**src/rtl/priority_scanner.sv**
```systemverilog
// ---------------------------------------------------------------------------
// priority_scanner
//
// Registered priority encoder.  A WIDTH-bit request word is captured and
// then every set bit is reported as an index, one index per output
// handshake.  The order is highest set bit first (MSB_FIRST=1) or lowest
// set bit first (MSB_FIRST=0).
//
// Handshake rule (both sides): a transfer happens on a rising clock edge
// where valid && ready are both 1.  A producer that raises valid holds it
// and its payload stable until that transfer.  in_ready depends on the FSM
// state only.  out_valid/ub/last/remain depend on registered state only.
//
// Ports
//   clk           clock, all state changes on the rising edge
//   rst           synchronous active-high reset
//   in_valid      num is valid
//   in_ready      block can accept a word (IDLE)
//   num           request word
//   out_valid     ub/last/remain are valid (SCAN)
//   out_ready     consumer takes the current index
//   ub            index of the current highest-priority pending bit
//   last          ub is the final pending bit of the word
//   remain        pending bits including the current one
//   o_dbg_state   FSM state, 0 = IDLE, 1 = SCAN
//   o_dbg_pend    pending-bit mask
//   o_dbg_cnt     pending-bit count
// ---------------------------------------------------------------------------
module priority_scanner #(
   parameter int WIDTH     = 8,
   parameter int IDX_W     = $clog2(WIDTH),
   parameter bit MSB_FIRST = 1'b1
) (
   input  logic             clk,
   input  logic             rst,
   input  logic             in_valid,
   output logic             in_ready,
   input  logic [WIDTH-1:0] num,
   output logic             out_valid,
   input  logic             out_ready,
   output logic [IDX_W-1:0] ub,
   output logic             last,
   output logic [IDX_W:0]   remain,
   output logic             o_dbg_state,
   output logic [WIDTH-1:0] o_dbg_pend,
   output logic [IDX_W:0]   o_dbg_cnt
);

   typedef enum logic {
      S_IDLE = 1'b0,
      S_SCAN = 1'b1
   } state_t;

   state_t           r_state;
   state_t           w_state_nxt;
   logic [WIDTH-1:0] r_pend;
   logic [WIDTH-1:0] w_pend_nxt;
   logic [IDX_W:0]   r_cnt;
   logic [IDX_W:0]   w_cnt_nxt;
   logic [IDX_W-1:0] w_ub;
   logic [IDX_W:0]   w_num_cnt;

   // Population count of the incoming word; loaded into r_cnt on accept so
   // that r_cnt always equals popcount(r_pend).
   always_comb begin
      w_num_cnt = '0;
      for (int i = 0; i < WIDTH; i++) begin
         w_num_cnt = w_num_cnt + {{IDX_W{1'b0}}, num[i]};
      end
   end

   // Priority encode the pending mask.  The later assignment in the loop
   // wins, so the loop direction selects which end of the word has priority.
   always_comb begin
      w_ub = '0;
      if (MSB_FIRST) begin
         for (int i = 0; i < WIDTH; i++) begin
            if (r_pend[i]) w_ub = IDX_W'(i);
         end
      end else begin
         for (int i = WIDTH - 1; i >= 0; i--) begin
            if (r_pend[i]) w_ub = IDX_W'(i);
         end
      end
   end

   // Next-state and handshake outputs.
   always_comb begin
      w_state_nxt = r_state;
      w_pend_nxt  = r_pend;
      w_cnt_nxt   = r_cnt;
      in_ready    = (r_state == S_IDLE);
      out_valid   = (r_state == S_SCAN);

      case (r_state)
         S_IDLE: begin
            // A zero word is consumed by the handshake and simply dropped.
            if (in_valid && (num != '0)) begin
               w_pend_nxt  = num;
               w_cnt_nxt   = w_num_cnt;
               w_state_nxt = S_SCAN;
            end
         end
         S_SCAN: begin
            if (out_ready) begin
               w_pend_nxt = r_pend & ~({{(WIDTH-1){1'b0}}, 1'b1} << w_ub);
               w_cnt_nxt  = r_cnt - 1'b1;
               if (r_cnt == 1) w_state_nxt = S_IDLE;
            end
         end
         default: w_state_nxt = S_IDLE;
      endcase
   end

   // Reset wins over any handshake in the same cycle.
   always_ff @(posedge clk) begin
      if (rst) begin
         r_state <= S_IDLE;
         r_pend  <= '0;
         r_cnt   <= '0;
      end else begin
         r_state <= w_state_nxt;
         r_pend  <= w_pend_nxt;
         r_cnt   <= w_cnt_nxt;
      end
   end

   // In IDLE pend and cnt are zero, so ub, last and remain read as zero.
   assign ub          = w_ub;
   assign last        = (r_cnt == 1);
   assign remain      = r_cnt;
   assign o_dbg_state = r_state;
   assign o_dbg_pend  = r_pend;
   assign o_dbg_cnt   = r_cnt;

endmodule

```
**config.mk**
```make
export PLATFORM = sky130hd
export DESIGN_NAME = priority_scanner
export DESIGN_NICKNAME = d
export VERILOG_FILES = /design/src/rtl/priority_scanner.sv
export SDC_FILE = /design/constraint.sdc
export NUM_CORES = 1
export LEC_CHECK = 0
export ABC_AREA = 1
export BUFFER_PORTS_ARGS = -buffer_cell sky130_fd_sc_hd__buf_2
export CORE_ASPECT_RATIO = 2
export CORE_MARGIN = 3
export CORE_UTILIZATION = 30
export DETAILED_ROUTE_END_ITERATION = 8
export GPL_ROUTABILITY_DRIVEN = 0
export GPL_TIMING_DRIVEN = 0
export PLACE_DENSITY = 0.52
export SLEW_MARGIN = 20
export SYNTH_ARGS = -nofsm -noshare
export SYNTH_HDL_FRONTEND = slang
export SYNTH_SLANG_ARGS = --single-unit
export TNS_END_PERCENT = 5
```
**constraint.sdc**
```tcl
create_clock -name clk -period 3.8 [get_ports clk]
set_input_delay 0.19 -clock clk [delete_from_list [all_inputs] [get_ports clk]]
set_output_delay 0.19 -clock clk [all_outputs]
set_load 0.005 [all_outputs]
```
==> results of run 1 <==
## critical path, cell delays in order
cell	delay (ps)
buf_2	130
fa_1	540
inv_1	50
fa_1	490
fa_1	410
inv_1	70
ha_1	160
inv_1	50
fa_1	470
nor2_1	40
o21ai_0	230
a21oi_1	90
## power by group through the flow
stage               logic [W]  clock network (W)  registers (W)
floorplan            0.000133                  0       0.000170
global placement     0.000200                  0       0.000171
detailed placement   0.000201                  0       0.000171
CTS                  0.000202           0.000126       0.000169
global route         0.000233           0.000133       0.000171
finish               0.000198           0.000124       0.000168
## through the flow
step           instance area, um^2   util  worst slack (ps)
3_5_place_dp                  1210  0.378               743
2_1_floorplan                  998      -              1060
4_1_cts                       1250  0.392              1000
5_1_grt                       1250  0.392               803
3_3_place_gp                  1210  0.378               760
6_report                      1250  0.392              1000
## path summary, 6_finish.rpt
path | slack (ps) | cells past startpoint | start | to
hold / removal | 180 | 2 | rst | o_dbg_state
setup reg to reg | 2530 | 5 | o_dbg_state | o_dbg_pend[2]
hold reg to reg | 460 | 2 | o_dbg_pend[0] | o_dbg_pend[0]
setup / recovery | 1000 | 12 | num[0] | o_dbg_cnt[1]
## per-layer routing
metal	share of wire	routed length, um	vias to the layer above	GRT usage
met1	0.35	878	451	0.128
met2	0.59	1450	23	0.257
met3	0.026	65	8	0.00617
li1	-	-	512	-
met4	0.031	78	0	0.0756
met5	0	0	-	0
## registers in the layout, indices dropped and copies added (netlist names)
register and cells:
o_dbg_cnt 4, o_dbg_pend 8, o_dbg_state 1
## area by class of cell
| cell class | count | area (um^2) | share of cell area |
|---|---|---|---|
| plain buffers | 6 | 48.8 | 0.0390 |
| clock buffers | 4 | 45.0 | 0.0360 |
| inverters | 29 | 111 | 0.0889 |
| multi-input cells | 92 | 578 | 0.462 |
| flip-flops and latches | 13 | 260 | 0.208 |
| well taps | 31 | 38.8 | 0.0310 |
| repair buffers | 34 | 170 | 0.136 |
## cell families after synthesis
logic type	after synthesis	share of synthesized area
simple gates	48	0.238
buf+inv	35	0.160
compound gates	32	0.168
flops	13	0.261
fa+ha+maj	10	0.155
xor+xnor	2	0.0175
## cells in the final DEF, fill, tap and decap left out, drive strengths merged
cell    Yosys  final
buf         6     40
inv        29     29
nand2      29     29
a21oi      16     16
o21ai      16     16
dfxtp      13     13
nor2       10     10
nand3       8      8
ha          6      6
fa          4      4
clkbuf      0      4
xnor2       2      2
nand4       1      1
==> results.json, run 1 <==
{
  "outcome": "completed",
  "post-cts-setup-buffers": 0,
  "dp.cells": 205,
  "grt_remaining_overflow": 0,
  "antenna_found_initial": 0,
  "htreeDepth": 1,
  "start_util": 0.313,
  "synth_nets": 162,
  "p_leak_nw": 0.672,
  "synth_largest_area_cell": "dfxtp_1",
  "numPortBuffers": 34,
  "cts_hold_buf": 0,
  "cts-resized-gates": 0,
  "area_growth_syn_to_layout_pct": 25.4,
  "final_hold_viol_count": 0,
  "die_w_um": 46.8,
  "dp_hpwl_um": 2130,
  "nets": 201,
  "pwr-share-comb": 0.404,
  "grt_max_degree": 11,
  "yosys-top-cells-area": "dfxtp_1 26%, inv_1 10%, nand2_1 9.8%, fa_1 8.0%, ha_1 7.5%",
  "timing.final.max_slew_violations": 0,
  "p_clk_frac": 0.253,
  "path_clk_slew_ps": 60,
  "grt_pass1_vias": 993,
  "ant_nets": 0,
  "yosys_warnings": 0,
  "drc": 0,
  "synth.most_common_cell": "inv_1",
  "clk_latency_ps": 240,
  "synth_edf_count": 0,
  "ys_types": 21,
  "synthArstFlopShare": 0,
  "clock.fmax_ghz": 0.357,
  "tightest_slew_ps": 405,
  "fin_cells": 209,
  "grt_first_pass_wirelength_um": 4060,
  "hold_class": "input pin to flop",
  "cts_max_path_buffers": 2,
  "ys_seq_elements": 13,
  "synth_area_um2": 998,
  "vias_per_cell": 4.76,
  "finalPower_w": 0.000490,
  "fin_crit_ps": 2800,
  "track_usage": 0.134,
  "swShare": 0.356,
  "final.setup.tns_ps": 0,
  "core_mm2": 0.00319,
  "die_y_um": 87.6,
  "cts_made_buffers": 3,
  "power_density_mw_per_mm2": 391,
  "initialDrtViolationCount": 16,
  "syn_area_per_cell_um2": 7.13,
  "io_pins": 35,
  "drive_gt1_frac": 0.303,
  "timing_worst_setup_path_type": "input pin to flop",
  "crit_arrival_ps": 2930,
  "power.switching_w": 0.000174,
  "synth_flop_cell": "dfxtp_1",
  "critPathRequiredTime_ps": 3930,
  "finalClockSkew_ps": 1.35,
  "cts_root_buf": "clkbuf_8",
  "cap_violations": 0,
  "rows": 29,
  "setup_viol": 0,
  "seqPwrFrac": 0.343,
  "ys_seq_area_frac": 0.261,
  "cts_tree": "yes",
  "fin_crit_sh": 0.736,
  "yosys-top-cells-count": "27 x inv_1, 26 x nand2_1, 14 x a21oi_1",
  "end_kind": "flop",
  "antennaDiodeCount": 0,
  "rsz0062_at_grt": "no",
  "worst_setup_path_start_kind": "input pin",
  "ir_drop_mv": 0.170,
  "slew_headroom": 0.729,
  "crit_fanout": 3,
  "die_area_mm2": 0.00410,
  "routed_wl_um": 2480,
  "whs_ps": 184,
  "cts_sinks": 13,
  "vias": 994,
  "nFillCells": 383,
  "synth_top_area_frac": 0.261,
  "firstDrtPassIters": 4,
  "postSynthCellCount": 140,
  "p_int_w": 0.000316,
  "wl_per_cell_um": 11.9
}
(Power assumes the default switching activity.)
==> run 2, diff against run 1 <==
--- a/config.mk
+++ b/config.mk
@@ -5,7 +5,7 @@
 export SDC_FILE = /design/constraint.sdc
 export NUM_CORES = 1
 export LEC_CHECK = 0
-export ABC_AREA = 1
+export ABC_AREA = 0
 export BUFFER_PORTS_ARGS = -buffer_cell sky130_fd_sc_hd__buf_2
 export CORE_ASPECT_RATIO = 2
 export CORE_MARGIN = 3
@@ -13,7 +13,7 @@
 export DETAILED_ROUTE_END_ITERATION = 8
 export GPL_ROUTABILITY_DRIVEN = 0
 export GPL_TIMING_DRIVEN = 0
-export PLACE_DENSITY = 0.52
+export PLACE_DENSITY = 0.54
 export SLEW_MARGIN = 20
 export SYNTH_ARGS = -nofsm -noshare
 export SYNTH_HDL_FRONTEND = slang
==> constraint.sdc (replaced) <==
create_clock -name clk -period 2.5 [get_ports clk]
set_input_delay 0.125 -clock clk [delete_from_list [all_inputs] [get_ports clk]]
set_output_delay 0.125 -clock clk [all_outputs]
set_load 0.005 [all_outputs]
==> results.json, run 2 <==
{
  "outcome": "finished, violations left",
  "violations": "setup timing",
  "final_hold_viol_count": 0,
  "antennaDiodeCount": 0,
  "synth_edf_count": 0,
  "grt_max_degree": 11,
  "antenna_found_initial": 0,
  "wl_per_cell_um": 13.5,
  "yosys_warnings": 0,
  "power_density_mw_per_mm2": 591,
  "synth_nets": 139,
  "critPathRequiredTime_ps": 2650,
  "area_growth_syn_to_layout_pct": 30.5,
  "synth_area_um2": 956,
  "cts_tree": "yes",
  "start_util": 0.317,
  "die_area_mm2": 0.00394,
  "dp_hpwl_um": 2080,
  "tightest_slew_ps": 561,
  "firstDrtPassIters": 4,
  "crit_fanout": 3,
  "postSynthCellCount": 117,
  "timing_worst_setup_path_type": "input pin to flop",
  "vias": 977,
  "fin_crit_sh": 1.07,
  "synthArstFlopShare": 0,
  "grt_first_pass_wirelength_um": 4240,
  "setup_viol": 2,
  "ir_drop_mv": 0.285,
  "htreeDepth": 1,
  "synth_flop_cell": "dfxtp_1",
  "layout_commonest_cell": "buf_2",
  "grt_remaining_overflow": 0,
  "synth.most_common_cell": "inv_1",
  "rows": 28,
  "drc": 0,
  "die_y_um": 85.8,
  "crit_arrival_ps": 2830,
  "path_clk_slew_ps": 50,
  "ys_seq_elements": 13,
  "yosys-top-cells-area": "dfxtp_1 27%, fa_1 8.4%, ha_1 7.9%, inv_1 6.7%, a21oi_1 6.3%",
  "dpl_cell_area_mm2": 0.00117,
  "timing.final.max_slew_violations": 0,
  "fin_crit_ps": 2680,
  "synth_top_area_frac": 0.272,
  "track_usage": 0.142,
  "cap_violations": 0,
  "drive_gt1_frac": 0.329,
  "initialDrtViolationCount": 18,
  "cts_root_buf": "clkbuf_8",
  "syn_area_per_cell_um2": 8.17,
  "p_leak_nw": 0.593,
  "clk_latency_ps": 240,
  "yosys-top-cells-count": "17 x inv_1, 13 x dfxtp_1, 13 x nand2_1",
  "ys_types": 31,
  "nets": 178,
  "core_mm2": 0.00301,
  "cts_hold_buf": 0,
  "final_cell_mix": "32 x buf_2, 16 x inv_1, 13 x nand2_1, 13 x dfxtp_1, 12 x a21oi_1",
  "rsz0062_at_grt": "yes",
  "cts_made_buffers": 3,
  "numPortBuffers": 34,
  "grt_pass1_vias": 973,
  "vias_per_cell": 5.28,
  "slew_headroom": 0.623,
  "ys_seq_area_frac": 0.272,
  "finalWorstSetupSlack_ps": -181,
  "finalInstanceArea_mm2": 0.00125,
  "clock.fmax_ghz": 0.373,
  "synth_largest_area_cell": "dfxtp_1",
  "end_kind": "flop",
  "largest_reg_flops": 8,
  "cts_max_path_buffers": 2,
  "hold_class": "input pin to flop",
  "io_pins": 35,
  "ant_nets": 0,
  "worst_setup_path_start_kind": "input pin",
  "cts_sinks": 13,
  "routed_wl_um": 2500,
  "die_w_um": 45.9,
  "final_core_util": 0.414,
  "finalClockSkew_ps": 0.730
}
==> run 2: cell types whose count changed in the layout (fill, tap and decap cells not counted), moves of 3 or more <==
cell	previous run	this run
nand2_4	3	0
o21ai_1	5	1
o211ai_1	0	5
nand2_1	26	13
o21ai_0	11	1
inv_1	27	16
clkbuf_1	1	4
==> run 2: routing by layer <==
metal  global-route usage  vias up  share of wire
li1                     -      478              -
met1                0.162      467           0.38
met2                0.234       24           0.54
met3               0.0252        8          0.039
met4               0.0829        0          0.036
met5                    0        -              0
==> run 2: cell families (layout without fill, tap and decap cells) <==
group	count (synthesis)	in the layout	synth area share
flops	13	13	0.272
xor+xnor	1	1	0.00916
compound gates	32	32	0.238
buf+inv	26	64	0.130
simple gates	34	34	0.178
fa+ha+maj	10	10	0.162
mux	1	1	0.0105
==> run 2: area by class of cell <==
class,instances,area [um^2]
repair buffers,34,186
well taps,30,37.5
clock buffers,4,45.0
flip-flops and latches,13,260
multi-input cells,78,594
plain buffers,9,60.1
fillers,318,1770
inverters,17,63.8
==> run 2: repair_timing <==
| item | 4_1_cts | 5_1_grt |
|---|---|---|
| gates resized for setup | 5 | 6 |
| hold endpoints to repair | 0 | 0 |
| pin swaps | 1 | 1 |
| setup buffers | 0 | 0 |
| setup endpoints to repair | 2 | 2 |
==> run 2: critical path: stages <==
cell	delay, ps
buf_8	100
fa_1	530
inv_1	50
fa_1	490
fa_1	420
inv_1	80
ha_2	180
inv_2	40
fa_2	350
xnor2_2	140
o21ai_2	70
a221oi_2	270
==> run 2: where the power goes <==
part | switching, W | internal, W | leakage, nW
clock | 0.0000709 | 0.000112 | 0.0228
combinational | 0.000149 | 0.000147 | 0.463
sequential | 0.0000294 | 0.000228 | 0.107
total | 0.000249 | 0.000488 | 0.593
==> run 2: final timing paths <==
check,startpoint,endpoint,slack [ps],cells after the start
worst max-delay path,num[0],o_dbg_cnt[2],-180,12
worst min-delay path,rst,o_dbg_cnt[2],90,2
worst max register to register,o_dbg_state,o_dbg_cnt[0],710,5
worst min register to register,o_dbg_pend[0],o_dbg_pend[0],480,2
==> run 2: stage by stage <==
step	power [W]	setup TNS, ps	setup slack (ps)	hold slack, ps	cells
floorplan	0.000436	-342	-172	194	117
global placement	0.000534	-946	-453	342	181
detailed placement	0.000544	-1040	-479	326	181
CTS	0.000731	-359	-195	76.0	185
global route	0.000802	-560	-307	99.5	185
finish	0.000737	-337	-181	86.7	185
